`src/rtl/s100_bus_ctrl.sv`:
```
// S-100 bus controller: region/port decode, per-region wait states, write
// protection, status latch, CPU clock enable and turn-key boot jump.
module s100_bus_ctrl #(
  parameter int                   NREG     = 4,
  parameter logic [NREG*8-1:0]    REG_BASE = {8'h00, 8'hFB, 8'hFD, 8'h20},
  parameter logic [NREG*8-1:0]    REG_MASK = {8'hE0, 8'hFF, 8'hFF, 8'hE0},
  parameter logic [NREG-1:0]      REG_RO   = 4'b0100,
  parameter int                   WS_W     = 2,
  parameter logic [NREG*WS_W-1:0] REG_WS   = 8'b00_00_01_00,
  parameter int                   NIO      = 1,
  parameter logic [NIO*8-1:0]     IO_BASE  = 8'h00,
  parameter logic [NIO*8-1:0]     IO_MASK  = 8'hEE,
  parameter bit                   BOOT_EN  = 1'b1,
  parameter logic [15:0]          BOOT_VEC = 16'hFD00
) (
  input  logic              clk,
  input  logic              reset,
  output logic              cpu_ce,
  input  logic [15:0]       addr,
  input  logic [7:0]        odata,
  input  logic              sync,
  input  logic              rd,
  input  logic              wr_n,
  output logic [7:0]        idata,
  output logic [NREG-1:0]   mem_rd,
  output logic [NREG-1:0]   mem_we,
  input  logic [NREG*8-1:0] mem_dout,
  output logic [NIO-1:0]    io_rd,
  output logic [NIO-1:0]    io_we,
  input  logic [NIO*8-1:0]  io_dout,
  output logic [7:0]        stat,
  output logic              boot_active,
  output logic              wp_err
);

  typedef enum logic [1:0] {BOOT0, BOOT1, BOOT2, RUN} boot_t;

  boot_t             state, state_nxt;
  logic              phase;
  logic [WS_W:0]     wcnt;
  logic [WS_W:0]     ws_load;
  logic              strobe_seen;
  logic              strobe, io_cyc, booting, start;
  logic              reg_hit, reg_ro;
  logic [NREG-1:0]   reg_oh;
  logic [7:0]        reg_rdata;
  logic [WS_W-1:0]   reg_ws;
  logic [NIO-1:0]    io_oh;
  logic [7:0]        io_rdata;

  always_comb begin
    reg_hit   = 1'b0;
    reg_oh    = '0;
    reg_rdata = 8'hFF;
    reg_ws    = '0;
    reg_ro    = 1'b0;
    for (int i = 0; i < NREG; i++) begin
      if (!reg_hit && ((addr[15:8] & REG_MASK[8*i +: 8]) ==
                       (REG_BASE[8*i +: 8] & REG_MASK[8*i +: 8]))) begin
        reg_hit   = 1'b1;
        reg_oh[i] = 1'b1;
        reg_rdata = mem_dout[8*i +: 8];
        reg_ws    = REG_WS[WS_W*i +: WS_W];
        reg_ro    = REG_RO[i];
      end
    end
  end

  always_comb begin
    io_oh    = '0;
    io_rdata = 8'hFF;
    for (int j = 0; j < NIO; j++) begin
      if (io_oh == '0 && ((addr[7:0] & IO_MASK[8*j +: 8]) ==
                          (IO_BASE[8*j +: 8] & IO_MASK[8*j +: 8]))) begin
        io_oh[j] = 1'b1;
        io_rdata = io_dout[8*j +: 8];
      end
    end
  end

  assign strobe      = rd | ~wr_n;
  assign io_cyc      = stat[6] | stat[4];
  assign booting     = (state != RUN);
  assign boot_active = booting;
  assign cpu_ce      = phase & (wcnt == '0);
  assign start       = strobe & cpu_ce & ~strobe_seen;

  assign mem_rd = (rd & ~io_cyc & ~booting) ? reg_oh : '0;
  assign mem_we = (~wr_n & ~io_cyc & ~reg_ro) ? reg_oh : '0;
  assign io_rd  = (rd & io_cyc) ? io_oh : '0;
  assign io_we  = (~wr_n & io_cyc) ? io_oh : '0;

  // wcnt counts clocks; one wait state is one full CPU step, i.e. two clocks.
  assign ws_load = (io_cyc || (booting && rd)) ? {(WS_W+1){1'b0}} : {reg_ws, 1'b0};

  always_comb begin
    idata = reg_rdata;
    if (io_cyc) begin
      idata = io_rdata;
    end else if (booting) begin
      case (state)
        BOOT0:   idata = 8'hC3;
        BOOT1:   idata = BOOT_VEC[7:0];
        default: idata = BOOT_VEC[15:8];
      endcase
    end
  end

  always_comb begin
    state_nxt = state;
    if (rd && cpu_ce) begin
      case (state)
        BOOT0:   state_nxt = BOOT1;
        BOOT1:   state_nxt = BOOT2;
        default: state_nxt = RUN;
      endcase
    end
  end

  always_ff @(posedge clk or negedge reset) begin
    if (!reset) begin
      state       <= BOOT_EN ? BOOT0 : RUN;
      phase       <= 1'b0;
      wcnt        <= '0;
      strobe_seen <= 1'b0;
      stat        <= 8'h00;
      wp_err      <= 1'b0;
    end else begin
      state <= state_nxt;
      if (sync)
        stat <= odata;
      if (wcnt != '0) begin
        wcnt <= wcnt - 1'b1;
      end else begin
        phase <= ~phase;
        if (start)
          wcnt <= ws_load;
      end
      strobe_seen <= strobe & (strobe_seen | cpu_ce);
      if (~wr_n && cpu_ce && !io_cyc && reg_hit && reg_ro)
        wp_err <= 1'b1;
    end
  end

endmodule

```
`config.mk`:
```
export PLATFORM = sky130hd
export DESIGN_NAME = s100_bus_ctrl
export DESIGN_NICKNAME = d
export VERILOG_FILES = /design/src/rtl/s100_bus_ctrl.sv
export SDC_FILE = /design/constraint.sdc
export NUM_CORES = 1
export LEC_CHECK = 0
export CAP_MARGIN = 20
export CORE_MARGIN = 5
export CORE_UTILIZATION = 29
export DETAILED_ROUTE_END_ITERATION = 7
export PLACE_DENSITY_LB_ADDON = 0.25
export SKIP_LAST_GASP = 1
export SLEW_MARGIN = 30
export SYNTH_ARGS = -nofsm -noshare
export SYNTH_HDL_FRONTEND = slang
export SYNTH_SLANG_ARGS = --single-unit
```
`constraint.sdc`:
```
create_clock -name clk -period 1.7 [get_ports clk]
set_input_delay 0.34 -clock clk [delete_from_list [all_inputs] [get_ports clk]]
set_output_delay 0.34 -clock clk [all_outputs]
set_load 0.005 [all_outputs]
```
After elaboration in Yosys (flattened, before gate mapping):

Cells that the tools add are included.

* reduce and logical (&&, ||, !) cells: 20
* add/sub/neg operators: 1
* bitwise operators: 19
* muxes and demuxes: 28
* eq/ne operators: 5

Operator list (number)
* $mux W8: 7
* $eq A8 B8 Y1 const B: 2
* $logic_not A8 Y1: 2
* $pmux W8 S2: 1
* $mux W1: 13
* $and A1 B1 Y1: 10
* $logic_and A1 B1 Y1: 9
* $mux W3: 3
* $mux W4: 2
* $not A1 Y1: 6
* $logic_not A1 Y1: 4
* $pmux W2 S2: 1
* $eq A3 B1 Y1 const B: 1
* $logic_not A3 Y1: 1
* $or A1 B1 Y1: 3
* $reduce_bool A3 Y1: 1
* $sub A3 B1 Y3 const B: 1
* $eq A2 B1 Y1 const B: 1
* $logic_not A2 Y1: 1
* $mux W2: 1
* $ne A2 B2 Y1 const B: 1
* $reduce_bool A2 Y1: 1
* $logic_or A1 B1 Y1: 1

* output and inout port bits: 29
* register bits after elaboration: 16

Depth between registers and ports, before layout:

* depth in word-level cells: 14
* depth in mapped cells: 7
* gate-level depth less buffers: 6

Least setup slack after synthesis:

Ideal clock, no wire load.

* kind: register -> output
* start: reg stat[4]
* end: out idata[0]
* setup slack: -0.073 ns
* required time: 1.360 ns
* stages on the path, launching flop included: 6
* data arrival time: 1.433 ns
* path through: dfrtp_1 or2_2 clkbuf_1 nor3_1 o221ai_1 o22ai_1

* cells in the longest elaborated chain, start to end: 2

Ends and longest elaborated chain
* start: declaration: RTL line 31 `output logic [7:0] stat,`
* start signal: assignment: RTL line 131 `stat <= odata;`
* $or A1 B1 Y1: RTL line 82 `assign io_cyc = stat[6] | stat[4];`
* $mux W8: RTL line 98 `if (io_cyc) begin`
* end: declaration: RTL line 24 `output logic [7:0] idata,`

No other way between the ends.

Final worst setup path:

* start: in addr[15]
* end: out idata[6]

* cells in the longest elaborated chain, start to end: 13
* elaborated cells between the ends (all ways): 19
* classes of those cells: 3 x eq/ne; 9 x mux; 7 x reduce/logical

Ends and longest elaborated chain
* start: declaration: RTL line 19 `input logic [15:0] addr,`
* $eq A3 B1 Y1: RTL line 58 `if (!reg_hit && ((addr[15:8] & REG_MASK[8*i +: 8]) ==`
* $mux W1: RTL line 58
* $logic_not A1 Y1: RTL line 58
* $logic_and A1 B1 Y1: RTL line 58
* $mux W1: RTL line 58
* $logic_not A1 Y1: RTL line 58
* $logic_and A1 B1 Y1: RTL line 58
* $mux W1: RTL line 58
* $logic_not A1 Y1: RTL line 58
* $logic_and A1 B1 Y1: RTL line 58
* $mux W8 (*): RTL line 58
* $mux W8 (*): RTL line 100 `end else if (booting) begin`
* $mux W8 (*): RTL line 98

Every way passes the cells marked *; elsewhere a longest branch is shown, timed or not.

==> run metrics <==
Final WS setup -301 ps; clock transition at the registers of the reported paths 60 ps; CP startpoint kind input pin; GP Congestion 0.822; Tmin final 2000 ps; outcome finished, violations left; fin util around 70%; clk root buf clkbuf_8; # clock sinks 16; Finish-stage setup viols 13; syn_area_per_cell just over 8 um^2; Post-Route WL 5430 um; top-count cell post-synth nor2_1; drt pass-1 iters 4; Worst Path Class, Setup in2out; critical path capture point type output pin; drt via density 5.12; fillers 313; Final Instance Area approximately 0.0028 mm^2; TritonCTS Buffers 3; Routed Antenna Nets 0; multi-input logic area 937 um^2; layout cells sized above 1 44.8%; Critical R2R Launch wcnt[1]; initial antenna violation count 0; Worst EP required 1360 ps; Yosys warnings 0; die span in x between 70 and 80 um; core area 0.00400 mm^2; Site Rows 23; Yosys top cell by area dfrtp_1; syn_nets 216; hpwl dp 3850 um; Max-Cap Viols 0; Leak between 0.001 and 0.0015 uW; CP arrival 1660 ps; Yosys top cell area share 33.5%; first-pass GRT wire length 8200 um; synth top area cells dfrtp_1, mux2_2, o221ai_1; Post-synth top flop dfrtp_1; wire length per cell 16.6 um; Max Clk Rate roughly 500 MHz; Mapped Cells 144; starting density of the core 29.9%; flops & latches, synth 16; sequential-to-total area share from yosys stat 33.5%; Reg2Reg Depth 8; register area about 400 um^2; number of enable-type register cells in the synthesized netlist 0; PD cells 736 mW/mm^2; initial DRC count 48; via count 1673; clk_lat worst skew 240 ps; Tot GR Track Use ~19%; total die area 0.00551 mm^2; vias in the first global route 1705; gr ovfl total 0; pin count of the biggest net entering global routing 17; mapped cell area 0.00120 mm^2; DRC 0; H-tree levels 1; RSZ-0062 raised after global routing yes; NumNets Final 351; CTS tree yes; Cell Area, Placed 0.00241 mm^2; # diodes 0; Max Fanout on Critical Path 5; Fin Hold WS 414 ps; CTS Hold Bufs 0; clk buf depth 2; Layout Skew approximately 1.7 ps; Netlist cell types 37; final worst path period share 118%; worst hold path class in2async; Post-synth top cells nor2_1, dfrtp_1, nor3_1, inv_1, clkbuf_1; Die Span Y 74.2 um; I/O pin total 98; FFs w/ async S/R, synth 100%; Slew Limit Fails 0; I/O Buffers between 90 and 100; Peak VDD IR 0.639 mV; final hold vios 0; R2R Path End wcnt[1]; synth-to-layout area growth 130%; violated checks negative setup slack; slack of the worst reg-to-reg path around 280 ps; origin of the worst setup path addr[15]
==> cells in the final DEF, fill, tap and decap left out, types with 2 or more instances in the layout <==
master / n
inv_1: 8
mux2_2: 8
or3_4: 2
clkdlybuf4s15_1: 2
buf_4: 32
nor2_4: 2
nor3_1: 9
a31oi_1: 4
nor2_2: 3
buf_6: 21
or3b_4: 2
a31o_2: 2
nand2_1: 4
nor4_4: 2
ha_4: 2
inv_2: 2
clkbuf_8: 3
a21oi_1: 5
dfrtp_1: 16
buf_2: 17
nor2b_1: 2
nor2_1: 12
buf_8: 2
dlygate4sd2_1: 5
nor3_4: 2
clkdlybuf4s50_1: 59
o21ai_0: 6
nand2_2: 2
o221ai_2: 7
o22ai_1: 7
==> timing repair <==
item                                    4_1_cts  5_1_grt
gates resized for setup                     165       23
pin swaps                                    31       12
buffers inserted                             10        4
gates cloned                                  1        0
endpoints found under the setup margin       20       19
==> metal layers <==
layer  global-route usage [%]  part of all wire [%]  up-vias
li1                         -                     -      797
met1                     22.1                    38      772
met2                     33.6                    48       88
met3                     5.54                    11       16
met4                     7.51                   3.0        0
met5                        0                     0        -
==> kinds of logic after synthesis <==
group | share of synthesized area (%)
AOI/OAI and AO/OA | 22.2
xor gates and xnor gates | 0.732
adders and majority gates | 3.14
buffers and inverters | 7.53
DFF | 33.5
muxes | 8.37
other | 0.314
and+or+nand+nor | 24.3
==> how the worst max path moves through the flow <==
stage,slack [ps],cells past startpoint,to
4_1_cts,-280,7,idata[3]
6_report,-300,7,idata[6]
2_1_floorplan,-6,5,idata[0]
3_5_place_dp,-1070,6,idata[2]
3_3_place_gp,-1020,6,idata[2]
5_1_grt,-360,7,idata[3]
==> cell type report <==
cell class / instances / area share (%)
repair buffers: 141 / 46.3
multi-input cells: 107 / 34.0
flip-flops and latches: 16 / 14.5
well taps: 50 / 2.27
clock buffers: 3 / 1.50
inverters: 10 / 1.36
==> stage by stage <==
| stage | setup WS [ps] | total power (uW) | TNS [ps] | cells |
|---|---|---|---|---|
| final | -301 | 2030 | -3000 | 327 |
| after global routing | -355 | 2200 | -3790 | 327 |
| after CTS | -279 | 1990 | -2640 | 323 |
| after detailed placement | -1070 | 1670 | -16160 | 310 |
| after global placement | -1020 | 1660 | -15820 | 310 |
| after floorplan | -5.89 | 1020 | -5.89 | 144 |
==> worst max-delay path: stages <==
cell,delay (ps)
buf_8,80
nand4_4,110
or4_4,610
buf_6,170
o221ai_2,130
o22ai_1,90
buf_2,130
==> power breakdown <==
group          internal (uW)  total (uW)  switching [uW]  leakage, uW
logic                    706        1220             516     0.000953
clock network            157         271             115    0.0000216
registers                475         534            59.4     0.000189
==> sequential cells by signal, summed over array words and instances (netlist names) <==
| signal | cells |
|---|---|
| wp_err | 1 |
| stat | 8 |
| phase | 1 |
| wcnt | 3 |
| state | 2 |
| strobe_seen | 1 |
(Power assumes the default switching activity.)
